## config.mk

```make
export PLATFORM = sky130hd
export DESIGN_NAME = fifo_rd_stream_flat
export DESIGN_NICKNAME = d
export VERILOG_FILES = /design/src/rtl/fifo_rd_pkg.sv /design/src/rtl/fifo_rd_stream_if.sv /design/src/rtl/rd_skid_buf.sv /design/src/rtl/fifo_rd_stream.sv /design/src/flat_wrapper.sv
export SDC_FILE = /design/constraint.sdc
export NUM_CORES = 1
export LEC_CHECK = 0
export CAP_MARGIN = 5
export CORE_MARGIN = 4
export CORE_UTILIZATION = 35
export DETAILED_ROUTE_END_ITERATION = 8
export PLACE_DENSITY = 0.64
export REMOVE_ABC_BUFFERS = 1
export SETUP_SLACK_MARGIN = 0.1
export SLEW_MARGIN = 5
export SYNTH_ARGS = -nofsm -noshare
export SYNTH_HDL_FRONTEND = slang
export SYNTH_HIERARCHICAL = 1
export SYNTH_SLANG_ARGS = --single-unit
```

## constraint.sdc

```tcl
create_clock -name rclk -period 2.4 [get_ports rclk]
set_input_delay 0.24 -clock rclk [delete_from_list [all_inputs] [get_ports rclk]]
set_output_delay 0.24 -clock rclk [all_outputs]
set_load 0.005 [all_outputs]
```

## src/rtl/fifo_rd_pkg.sv

```systemverilog
// Shared types and constants for the FIFO read-side drain engine.
package fifo_rd_pkg;

   typedef enum logic [0:0] {
      RUN,
      FLUSH
   } rd_state_t;

   // Occupancy of the 2-entry output buffer needs values 0..2.
   localparam int unsigned OCC_W      = 2;
   localparam int unsigned CNT_W_DFLT = 16;

endpackage

```

## src/rtl/fifo_rd_stream_if.sv

```systemverilog
// Downstream valid/ready stream carrying drained FIFO words.
interface fifo_rd_stream_if #(
   parameter int unsigned DSIZE = 8
);
   logic [DSIZE-1:0] m_data;
   logic             m_valid;
   logic             m_ready;

   modport master (
      output m_data,
      output m_valid,
      input  m_ready
   );

   modport slave (
      input  m_data,
      input  m_valid,
      output m_ready
   );
endinterface

```

## src/rtl/rd_skid_buf.sv

```systemverilog
// Two-entry output buffer: head drives the stream, tail absorbs one word of backpressure.
module rd_skid_buf
   import fifo_rd_pkg::*;
#(
   parameter int unsigned DSIZE = 8
) (
   input  logic             clk,
   input  logic             rst_n,
   input  logic             clr,
   input  logic             push,
   input  logic [DSIZE-1:0] push_data,
   input  logic             pop,
   output logic [DSIZE-1:0] head_data,
   output logic             head_valid,
   output logic [OCC_W-1:0] occ
);

   logic [DSIZE-1:0] head_q, head_d;
   logic [DSIZE-1:0] tail_q, tail_d;
   logic [OCC_W-1:0] occ_q, occ_d;
   logic             pop_eff;
   logic             push_eff;

   // Ignore a pop on an empty buffer and a push that would overrun it.
   assign pop_eff  = pop && (occ_q != '0);
   assign push_eff = push && ((occ_q != OCC_W'(2)) || pop_eff);

   // Next-state: entries shift toward the head on pop; new data lands in the first free slot.
   always_comb begin
      head_d = head_q;
      tail_d = tail_q;
      occ_d  = occ_q;
      if (clr) begin
         occ_d = '0;
      end else begin
         case ({push_eff, pop_eff})
            2'b10: begin
               if (occ_q == '0) head_d = push_data;
               else             tail_d = push_data;
               occ_d = occ_q + OCC_W'(1);
            end
            2'b01: begin
               head_d = tail_q;
               occ_d  = occ_q - OCC_W'(1);
            end
            2'b11: begin
               // Occupancy holds; the incoming word replaces the retired one in order.
               if (occ_q == OCC_W'(1)) begin
                  head_d = push_data;
               end else begin
                  head_d = tail_q;
                  tail_d = push_data;
               end
            end
            default: ;
         endcase
      end
   end

   // Buffer storage and occupancy registers.
   always_ff @(posedge clk or negedge rst_n) begin
      if (!rst_n) begin
         head_q <= '0;
         tail_q <= '0;
         occ_q  <= '0;
      end else begin
         head_q <= head_d;
         tail_q <= tail_d;
         occ_q  <= occ_d;
      end
   end

   assign head_data  = head_q;
   assign head_valid = (occ_q != '0);
   assign occ        = occ_q;

endmodule

```

## src/rtl/fifo_rd_stream.sv

```systemverilog
// Read-domain drain engine: pops an FWFT FIFO into a registered valid/ready stream,
// counts delivered words and supports a flush that discards buffered and queued data.
module fifo_rd_stream
   import fifo_rd_pkg::*;
#(
   parameter int unsigned DSIZE = 8,
   parameter int unsigned CNT_W = CNT_W_DFLT
) (
   input  logic               rclk,
   input  logic               rrst_n,
   input  logic [DSIZE-1:0]   rdata,
   input  logic               rempty,
   output logic               rinc,
   input  logic               flush,
   fifo_rd_stream_if.master   m_if,
   output logic               flushing,
   output logic [CNT_W-1:0]   word_cnt
);

   rd_state_t        state_q, state_d;
   logic [OCC_W-1:0] occ;
   logic             buf_push;
   logic             buf_clr;
   logic             hs;
   logic [CNT_W-1:0] word_cnt_q;

   assign hs = m_if.m_valid && m_if.m_ready;

   rd_skid_buf #(
      .DSIZE (DSIZE)
   ) u_buf (
      .clk        (rclk),
      .rst_n      (rrst_n),
      .clr        (buf_clr),
      .push       (buf_push),
      .push_data  (rdata),
      .pop        (hs),
      .head_data  (m_if.m_data),
      .head_valid (m_if.m_valid),
      .occ        (occ)
   );

   // State register.
   always_ff @(posedge rclk or negedge rrst_n) begin
      if (!rrst_n) state_q <= RUN;
      else         state_q <= state_d;
   end

   // Next state: flush request enters FLUSH, an empty FIFO returns to RUN.
   always_comb begin
      state_d = state_q;
      unique case (state_q)
         RUN:   if (flush)  state_d = FLUSH;
         FLUSH: if (rempty) state_d = RUN;
      endcase
   end

   // Outputs: rinc depends only on registered occupancy and rempty, never on m_ready.
   always_comb begin
      rinc     = 1'b0;
      buf_push = 1'b0;
      buf_clr  = 1'b0;
      flushing = 1'b0;
      unique case (state_q)
         RUN: begin
            rinc     = !rempty && (occ < OCC_W'(2));
            buf_push = rinc && !flush;
            buf_clr  = flush;
         end
         FLUSH: begin
            rinc     = !rempty;
            flushing = 1'b1;
         end
      endcase
   end

   // Delivered-word counter; wraps naturally and survives flushes.
   always_ff @(posedge rclk or negedge rrst_n) begin
      if (!rrst_n)  word_cnt_q <= '0;
      else if (hs)  word_cnt_q <= word_cnt_q + CNT_W'(1);
   end

   assign word_cnt = word_cnt_q;

endmodule

```

## src/flat_wrapper.sv

```systemverilog
// flat-port wrapper written by rule: the top's interface ports become plain ports
module fifo_rd_stream_flat import fifo_rd_pkg::*;
#(
   parameter int unsigned DSIZE = 8,
   parameter int unsigned CNT_W = CNT_W_DFLT
)
  (rclk, rrst_n, rdata, rempty, rinc, flush, flushing, word_cnt, m_if_m_data, m_if_m_valid, m_if_m_ready);
  fifo_rd_stream_if #(.DSIZE(DSIZE)) m_if_i ();
  input  logic rclk;
  input  logic rrst_n;
  input  logic [DSIZE-1:0] rdata;
  input  logic rempty;
  output logic rinc;
  input  logic flush;
  output logic flushing;
  output logic [CNT_W-1:0] word_cnt;
  output wire logic [$bits(m_if_i.m_data)-1:0] m_if_m_data;
  output wire logic [$bits(m_if_i.m_valid)-1:0] m_if_m_valid;
  input wire logic [$bits(m_if_i.m_ready)-1:0] m_if_m_ready;
  assign m_if_m_data = m_if_i.m_data;
  assign m_if_m_valid = m_if_i.m_valid;
  assign m_if_i.m_ready = m_if_m_ready;
  fifo_rd_stream #(.DSIZE(DSIZE), .CNT_W(CNT_W)) u_core (.rclk(rclk), .rrst_n(rrst_n), .rdata(rdata), .rempty(rempty), .rinc(rinc), .flush(flush), .m_if(m_if_i), .flushing(flushing), .word_cnt(word_cnt));
endmodule
```

# After elaboration in Yosys (flattened, before gate mapping)
# Index checks and enable logic that the tools add are counted.
# totals
out_inout_bits,27
regBits,35
input_bits,13
word_cells,49
# op_classes
reduce_logical,15
eq_ne,8
addsub,3
muxes,15
n_lt_le_gt_ge,1
bitwise_logic,2
# op_table
cell,count
8-bit two-way mux,4
8-bit case mux with 3 select lines,1
16-bit by 1-bit adder with 16-bit output (second input constant),1
8-bit case mux with 2 select lines,1
2-bit inequality test (second input constant),4
3-bit nonzero test,2
1-bit logical AND,5
1-bit two-way mux,5
2-bit by 1-bit == test with 1-bit output (second input constant),2
2-bit == test (second input constant),2
1-bit case mux with 2 select lines,2
2-bit case mux with 2 select lines,1
4-bit AND reduction,1
2-bit nonzero test,2
3-bit AND reduction,1
2-bit by 1-bit adder with 2-bit output (second input constant),1
1-bit logical NOT,2
2-bit logical NOT,1
2-bit less-than comparator (second input constant),1
2-bit two-way mux,1
1-bit NOT,2
2-bit by 1-bit subtractor with 2-bit output (second input constant),1
1-bit logical OR,1

# Logic depth before layout (Yosys ltp)
# logic_depth
ltp_word,8
mapped_depth,10
mapped_depth_nobuf,9

# Hierarchy
# The synthesis kept the hierarchy.
# by_module_without_submodules
mod,n_inst,seq_area_each_um2,cells_each,area_per_inst_um2
rd_skid_buf,1,450.4,76,935.9
fifo_rd_stream,1,425.4,63,755.7

# Worst setup path after synthesis
# OpenSTA, ideal clock, no wires.
# synth_path
kind,register to register
from,reg u_core.u_buf.occ_q[1] (netlist: u_core/u_buf/occ[1])
to,reg u_core.u_buf.tail_q[0]
t_required_ns,2.275
setup_time_ns,0.125
setup_slack_ns,0.435
stages_incl_launch_ff,9
n_path_buf,0
synth_period_minus_slack_ns,1.965
t_arrival_ns,1.840
path_cell_list,dfrtp_1 > inv_1 > ha_1 > inv_1 > nand2_1 > inv_1 > mux2i_1 > nand3_4 > mux2_4
# synth_via
elab_chain_len,8
elab_cells_between_ends,19
cone_classes,order compare: 1; eq/ne: 6; mux: 2; reduce/logical: 10
# synth_lines
element,line,source
from (decl),rd_skid_buf.sv:20,"logic [OCC_W-1:0] occ_q, occ_d;"
from (signal assigned),rd_skid_buf.sv:65,occ_q <= '0;
from (signal assigned),rd_skid_buf.sv:69,occ_q <= occ_d;
2-bit nonzero test (*),rd_skid_buf.sv:74,assign head_valid = (occ_q != '0);
net m_if_m_valid,flat_wrapper.sv:18,output wire logic [$bits(m_if_i.m_valid)-1:0] m_if_m_valid;
1-bit logical AND (*),fifo_rd_stream.sv:27,assign hs = m_if.m_valid && m_if.m_ready;
net u_core.hs,fifo_rd_stream.sv:24,logic hs;
1-bit logical AND (*),rd_skid_buf.sv:25,assign pop_eff = pop && (occ_q != '0);
1-bit logical OR,rd_skid_buf.sv:26,assign push_eff = push && ((occ_q != OCC_W'(2)) || pop_eff);
1-bit logical AND,rd_skid_buf.sv:26,
2-bit == test,rd_skid_buf.sv:36,"case ({push_eff, pop_eff})"
2-bit inequality test (no line) / 2-bit nonzero test (equally long branches),n/a,
4-bit AND reduction (no line),n/a,
to (signal assigned),rd_skid_buf.sv:68,tail_q <= tail_d;
to (decl),rd_skid_buf.sv:19,"logic [DSIZE-1:0] tail_q, tail_d;"
# The timed path passes the listed nets; every way through them passes the cells marked *.
# A chain may end at the register's enable or synchronous reset.

# Worst setup path in the final report
# layout_path
from,reg u_core.u_buf.occ_q[1] (netlist: u_core/u_buf/occ[1])
to,reg u_core.u_buf.tail_q[2]
# layout_via
elab_chain_len,8
elab_cells_between_ends,19
cone_classes,order compare: 1; eq/ne: 6; mux: 2; reduce/logical: 10
# layout_lines
element,line
2-bit nonzero test (*),rd_skid_buf.sv:74
1-bit logical AND (*),fifo_rd_stream.sv:27
net u_core.hs,fifo_rd_stream.sv:24
1-bit logical AND (*),rd_skid_buf.sv:25
1-bit logical OR,rd_skid_buf.sv:26
1-bit logical AND,rd_skid_buf.sv:26
2-bit == test,rd_skid_buf.sv:36
2-bit inequality test (no line) / 2-bit nonzero test (equally long branches),n/a
4-bit AND reduction (no line),n/a
# Marked as above.

==> flow_summary_export.csv <==
group,metric,value,unit
place,detailed_place_hpwl,2490,µm
worst_setup_path,worstPathMaxFanout,8,
layout,antenna_cells_inserted,0,
clock_network,numCtsBuffers,5,
timing,grt_setup_unrepaired,"no",
timing,hold_violations,0,
timing,worst_pin_slew,0.433,ns
grt,grt_util_all_layers,11.9,%
layout,finalNetCount,202,
logic_synthesis,yosys.area_share.xor_xnor,8.21,%
timing,finalSetupViolCount,0,
drt,route.detailed.vias_per_inst,4.94,
timing,finalWorstPathRequiredPeriod,2.13,ns
layout,final_util,48.2,%
timing,tcrit_tclk_final,88.9,%
logic_synthesis,compound_gate_portion_of_the_synthesized_area,6.21,%
pwr,p_sw,682,µW
drt,route.vias.total,1185,
layout,num-fill-cells,422,
logic_synthesis,syn-cell-area,1690,µm²
logic_synthesis,post_synthesis_sequential_area_ratio,51.8,%
clock_network,cts.sinks,35,
grt,grt_pass1_wl,5730,µm
layout,mostFrequentLayoutCell,"clkdlybuf4s50_1",
timing,slew_viol_final,0,
worst_setup_path,crit_path_end_kind,"flop",
floorplanning,dieArea,6010,µm²
pwr,power.share.clock,23.3,%
place,final_weighted_congestion_in_routability_driven_placement,0.768,
timing,worst_hold_slack,0.367,ns
drt,drt_wl_total,3390,µm
clock_network,clock_insertion_delay_worst_skew,0.28,ns
grt,grt.overflow.total,0,
timing,finClkSkew,0.00866,ns
logic_synthesis,post_synth_fa_ha_maj_area_fraction,2.96,%
pwr,total_leakage_power,1.08,nW
clock_network,ctsHtreeMaxLevel,2,
pwr,share_comb_of_total_power,35.6,%
drt,drt_first_iter_violations,36,
grt,grt_antenna_before_repair,0,
drt,ant_nets,0,
timing,fin_setup_tns,0,ns
worst_setup_path,worstSetupPathType,"reg -> reg",
clock_network,clkSlewWorstSetupHoldPaths,0.08,ns
logic_synthesis,ys_warn_count,6,
logic_synthesis,synth_mux_area_share,14.3,%
floorplanning,starting_density_of_the_core,36.1,%
worst_setup_path,startpoint_type,"flop",
logic_synthesis,synth_top_family_by_area,"multiplexers",
grt,grt_max_degree,36,
pwr,ir_worst_vdd,0.459,mV
logic_synthesis,synth_area_per_cell,12.2,µm²
worst_setup_path,required_time_at_the_endpoint_of_the_critical_path,2.56,ns
floorplanning,core-area,4690,µm²
layout,mostFrequentLayoutCells,"clkdlybuf4s50_1 (39), dfrtp_1 (35), nor2_1 (16), a21oi_1 (10), mux2i_1 (10)",
grt,grt_pass1_vias,1301,
job,timing.max_cap.violations,0,
floorplanning,floorplan.die.width,77.5,µm
layout,layout_cells_sized_above_1,16.1,%
logic_synthesis,netlist_instances,139,
timing,max-slew-margin-rel,71.1,%
logic_synthesis,synthDistinctLibCells,33,
pwr,cell_internal_pwr,1.58,mW
pwr,power.density_cell_area,1000,nW/µm²
logic_synthesis,synth_simple_gate_area_share,13.8,%
layout,syn2layout_area_growth,33.6,%
clock_network,deepest_clock_path_buffer_count,2,
logic_synthesis,synth-seq-cells,35,
place,placement.io_buffers,39,
worst_hold_path,hp-class,"in -> async",
status,status,"completed",
floorplanning,num_rows,25,
floorplanning,ios,40,
pwr,switching_share,30.2,%
drt,detailed_route_drc_error_count,0,
clock_network,cts_tree,"done",
clock_network,cts_root_buffer,"clkbuf_8",
timing,max_clock_freq,469,MHz
drt,firstDrtPassIters,4,
clock_network,cts_hold_buf,0,
clock_network,cts_post_setup_buffers_inserted,0,
worst_setup_path,critical_path_arrival,2.30,ns
floorplanning,die_height,77.5,µm
pwr,share_seq_of_total_power,41.0,%
drt,wl_per_cell,14.1,µm
-- timing repair --
action	4_1_cts	5_1_grt
endpoints found under the setup margin	0	2
hold endpoints to repair	0	0
resized for setup	0	1
-- path summary, 6_finish.rpt --
check | end | slack (ns) | depth (start not counted) | startpoint
worst max-delay path | u_core/u_buf/tail_q[2]$_DFFE_PN0P_ | 0.27 | 8 | u_core/u_buf/occ[1]$_DFFE_PN0P_
worst min-delay path | u_core/word_cnt[10]$_DFFE_PN0P_ | 0.37 | 2 | rrst_n
worst max register to register | u_core/u_buf/tail_q[2]$_DFFE_PN0P_ | 0.27 | 8 | u_core/u_buf/occ[1]$_DFFE_PN0P_
worst min register to register | u_core/word_cnt[15]$_DFFE_PN0P_ | 0.47 | 1 | u_core/word_cnt[15]$_DFFE_PN0P_
max in group asynchronous | u_core/u_buf/tail_q[2]$_DFFE_PN0P_ | 1.72 | 2 | rrst_n
min in group rclk | u_core/word_cnt[15]$_DFFE_PN0P_ | 0.47 | 1 | u_core/word_cnt[15]$_DFFE_PN0P_
-- cell type report --
class                   instances  area (µm²)  share of cell area (%)
multi-input cells              96         772                    34.2
flip-flops and latches         35         876                    38.8
repair buffers                 42         413                    18.3
clock inverters                 3        43.8                    1.94
clock buffers                   5        68.8                    3.05
inverters                       5        18.8                   0.831
well taps                      54        67.6                    2.99
-- synth_stat cells --
cell type	n	area [µm²]
a211oi_1	2	15.0
a21o_1	1	7.51
a21oi_1	10	50.1
a21oi_2	1	8.76
a21oi_4	1	16.3
and2_1	1	6.26
and2b_2	1	8.76
and3_1	3	18.8
and3_4	1	11.3
and4_1	1	8.76
and4_4	1	11.3
buf_4	2	15.0
buf_6	1	11.3
dfrtp_1	35	876
ha_1	4	50.1
inv_1	5	18.8
mux2_1	1	11.3
mux2_2	1	11.3
mux2_4	8	120
mux2i_1	10	100
nand2_1	5	18.8
nand2b_2	1	8.76
nand3_1	3	15.0
nand3_4	1	17.5
nand3b_2	1	11.3
nand4_1	4	25.0
nor2_1	16	60.1
nor2b_1	1	6.26
nor4_1	1	6.26
o21bai_1	1	7.51
xnor2_1	9	78.8
xor2_1	5	43.8
xor2_2	1	16.3
-- kinds of logic (layout without fill, tap and decap cells) --
logic type	after synthesis	after routing
muxes	20	20
DFF	35	35
adders and majority gates	4	4
xor gates and xnor gates	15	15
and+or+nand+nor	41	41
buffers and inverters	8	55
AOI/OAI and AO/OA	16	16
-- per-stage QoR --
step / instance area (µm²) / total power, mW / setup slack (ns) / instances
detailed placement: 2150 / 1.76 / 0.228 / 232
CTS: 2260 / 2.29 / 0.234 / 240
finish: 2260 / 2.26 / 0.266 / 240
floorplan: 1670 / 1.36 / 0.267 / 136
global placement: 2150 / 1.71 / 0.360 / 232
global route: 2260 / 2.40 / 0.123 / 240
-- state kept, by name (all words and copies together), names as in the netlist --
signal / flops
u_core/word_cnt: 16
u_core/u_buf/head_data: 8
u_core/state_q: 1
u_core/u_buf/tail_q: 8
u_core/u_buf/occ: 2
-- layer usage --
layer	vias to the layer above	share of wire, %	GRT usage (%)
met5	-	0	0
met1	583	44	13.5
li1	567	-	-
met2	33	51	20.6
met4	0	0.92	4.63
met3	2	4.8	3.83
-- power by group through the flow --
stage	clock (mW)	combinational [mW]	sequential [mW]
floorplan	0	0.443	0.917
global placement	0	0.790	0.924
detailed placement	0	0.821	0.935
CTS	0.539	0.821	0.931
global route	0.562	0.880	0.956
finish	0.527	0.806	0.928
-- critical path: stages (launching register included) --
cell and delay [ns]:
dfrtp_1 0.42, inv_1 0.09, ha_1 0.23, inv_1 0.16, nand2_1 0.13, inv_1 0.15, mux2i_1 0.29, nand3_4 0.21
mux2_4 0.34
No activity file was read; power rests on OpenSTA's default activity.
==> edit, RTL diff (same flow settings) <==
`DSIZE` is set to 8 in 4 places; all go to 32.
--- a/src/rtl/fifo_rd_stream_if.sv
+++ b/src/rtl/fifo_rd_stream_if.sv
@@ -1,5 +1,5 @@
 // Downstream valid/ready stream carrying drained FIFO words.
 interface fifo_rd_stream_if #(
-   parameter int unsigned DSIZE = 8
+   parameter int unsigned DSIZE = 32
 );
    logic [DSIZE-1:0] m_data;
--- a/src/rtl/rd_skid_buf.sv
+++ b/src/rtl/rd_skid_buf.sv
@@ -3,5 +3,5 @@
    import fifo_rd_pkg::*;
 #(
-   parameter int unsigned DSIZE = 8
+   parameter int unsigned DSIZE = 32
 ) (
    input  logic             clk,
--- a/src/rtl/fifo_rd_stream.sv
+++ b/src/rtl/fifo_rd_stream.sv
@@ -4,5 +4,5 @@
    import fifo_rd_pkg::*;
 #(
-   parameter int unsigned DSIZE = 8,
+   parameter int unsigned DSIZE = 32,
    parameter int unsigned CNT_W = CNT_W_DFLT
 ) (
--- a/src/flat_wrapper.sv
+++ b/src/flat_wrapper.sv
@@ -2,5 +2,5 @@
 module fifo_rd_stream_flat import fifo_rd_pkg::*;
 #(
-   parameter int unsigned DSIZE = 8,
+   parameter int unsigned DSIZE = 32,
    parameter int unsigned CNT_W = CNT_W_DFLT
 )
Ports: changed (resized m_if_m_data and rdata); port bits go from 40 to 88. The function was not compared with the original's and may differ.
==> edit against the original RTL <==
Sequential share of layout area grew 2.0 points. Sequential power grew to 2.5 times the old value. Wire length rose by 130%. Design area rose by 130%. Sequential cell count up 48. Synthesized cell count rose by 110%. Critical path depth up 1. Area after synthesis grew 130%. Worst setup slack gained 0.023 ns. Maximum frequency rose by 1.1%. Total power rose by 140%. Die area increased by 110%. Largest power group unchanged.
==> edit: results (changes against the original RTL) <==
stage,metric,value,unit,change
synthesis,synth_common_cells,"83 x dfrtp_1, 40 x nor2_1, 34 x mux2i_1",,"was 35 x dfrtp_1, 16 x nor2_1, 10 x a21oi_1, 10 x mux2i_1, 9 x xnor2_1"
worst_setup_path,rr_endpoint,u_core/u_buf/tail_q[13]$_DFFE_PN0P_,,was u_core/u_buf/tail_q[2]$_DFFE_PN0P_
worst_setup_path,cp_top_family,buffers and inverters,,was multiplexers
global_routing,grt_max_degree,44,,was 36
routing,dr.pass1.iters,4,,unchanged
routing,vias,2473,,was 1185
placed_design,numPortBuffers,87,,was 39
global_routing,grtUsageTotal,13.2,%,was 11.9%
worst_setup_path,worstRegToRegCells,9,,was 8
placed_design,placed_cells,512,,was 232
placed_design,gp_congestion,0.763,,was 0.768
global_routing,grt_pass1_wl,13.6,mm,was 5.73 mm
timing,skew,0.00918,ns,was 0.00866 ns
placed_design,post_dp_cell_area,4910,um2,was 2150 um2
cells_and_area,fin_nets,429,,was 202
synthesis,synth.top_cells.by_area,"dfrtp_1 54%, mux2_4 9.0%, mux2i_1 8.9%",,"was dfrtp_1 52%, mux2_4 7.1%, mux2i_1 5.9%"
synthesis,seq_area_frac_synth,54.3,%,was 51.8%
worst_setup_path,max_stage_delay,0.42,ns,about the same
pwr,vdd_ir_drop_max,0.417,mV,was 0.459 mV
worst_setup_path,cp-start-kind,register,,unchanged
clock_tree,postCtsSetupBuffers,0,,unchanged
timing,fin_hold_ws,0.415,ns,was 0.367 ns
synthesis,synth_warnings,6,,unchanged
clock_tree,cts-htree-levels,3,,was 2
clock_tree,numCtsBuffers,9,,was 5
cells_and_area,fill_cells,954,,was 422
cells_and_area,num_antenna_cells,0,,unchanged
cells_and_area,final_layout_size_suffix_gt1_share,22.9,%,was 16.1%
routing,wl_per_cell,14.9,um,was 14.1 um
global_routing,antenna_found_initial,0,,unchanged
routing,drt-initial-drc-count,77,,was 36
synthesis,synth_cells,293,,was 139
routing,via_per_inst,4.67,,was 4.94
timing,slew_headroom,61.9,%,was 71.1%
worst_setup_path,slowest_stage,dfrtp_2,,was dfrtp_1
global_routing,grt_pass1_vias,2710,,was 1301
run_status,outcome,"complete, no violations",,unchanged
clock_tree,clk_pin_slew,0.09,ns,
worst_setup_path,reg2reg_slack,0.29,ns,was 0.27 ns
synthesis,synth_cell_type_count,34,,was 33
placed_design,dpl.hpwl,5.56,mm,was 2.49 mm
worst_setup_path,worstPathArrival,2.34,ns,was 2.30 ns
pwr,p_leak,2.42,nW,was 1.08 nW
worst_setup_path,path_max_fanout,18,,was 8
synthesis,synth_top_flop_cell,dfrtp_1,,unchanged
clock_tree,clock_latency,0.35,ns,was 0.28 ns
[edit: cell type report]
type                    count  area, um2  area share (%)
well taps                 136        170            3.34
clock inverters             5       38.8           0.761
flip-flops and latches     83       2080            40.8
repair buffers             97       1030            20.3
inverters                   5       18.8           0.368
clock buffers              11        141            2.77
multi-input cells         192       1620            31.7
[edit: worst max path at each step]
stage	to	slack, ns
after floorplan	u_core/u_buf/head_data[10]$_DFFE_PN0P_	-0.43
after global placement	u_core/u_buf/tail_q[20]$_DFFE_PN0P_	0.29
after detailed placement	u_core/u_buf/tail_q[13]$_DFFE_PN0P_	0.17
after CTS	u_core/u_buf/tail_q[13]$_DFFE_PN0P_	0.17
after global routing	u_core/u_buf/tail_q[22]$_DFFE_PN0P_	0.11
final	u_core/u_buf/tail_q[13]$_DFFE_PN0P_	0.29
[edit: cells by family after synthesis]
| kind of cell | share of synthesized area (%) |
|---|---|
| xor gates and xnor gates | 3.63 |
| muxes | 21.2 |
| DFF | 54.3 |
| buffers and inverters | 3.50 |
| and+or+nand+nor | 8.40 |
| adders and majority gates | 1.31 |
| AOI/OAI and AO/OA | 7.75 |
[edit: where the power goes]
group          switching [mW]  leakage, nW  internal (mW)  total, mW
registers               0.361        0.998           1.99       2.35
clock network           0.503       0.0778          0.406      0.909
logic                   0.803         1.34           1.36       2.16
total                    1.67         2.42           3.75       5.42
[edit: layer usage]
| metal | global-route usage, % | vias up | share of wire [%] |
|---|---|---|---|
| met4 | 4.33 | 0 | 0.78 |
| met1 | 17.0 | 1211 | 46 |
| met5 | 0 | - | 0 |
| li1 | - | 1201 | - |
| met2 | 21.3 | 54 | 48 |
| met3 | 3.88 | 7 | 4.7 |
[edit: timing repair]
item	CTS	global route
endpoints found under the setup margin	0	35
hold buffers	1	0
hold endpoints to repair	42	0
resized for setup	0	2
[edit: worst reg2reg max path: cells and delay by family (launching register included)]
family	cells	cell delay, ns
mux	2	0.53
buf+inv	4	0.53
fa+ha+maj	1	0.23
flops	1	0.42
simple gates	2	0.30
[edit: metrics by stage]
stage / utilization [%] / setup WS [ns]
2_1_floorplan: - / -0.435
6_report: 48.5 / 0.289
3_3_place_gp: 46.7 / 0.289
3_5_place_dp: 46.7 / 0.165
4_1_cts: 48.5 / 0.166
5_1_grt: 48.5 / 0.109
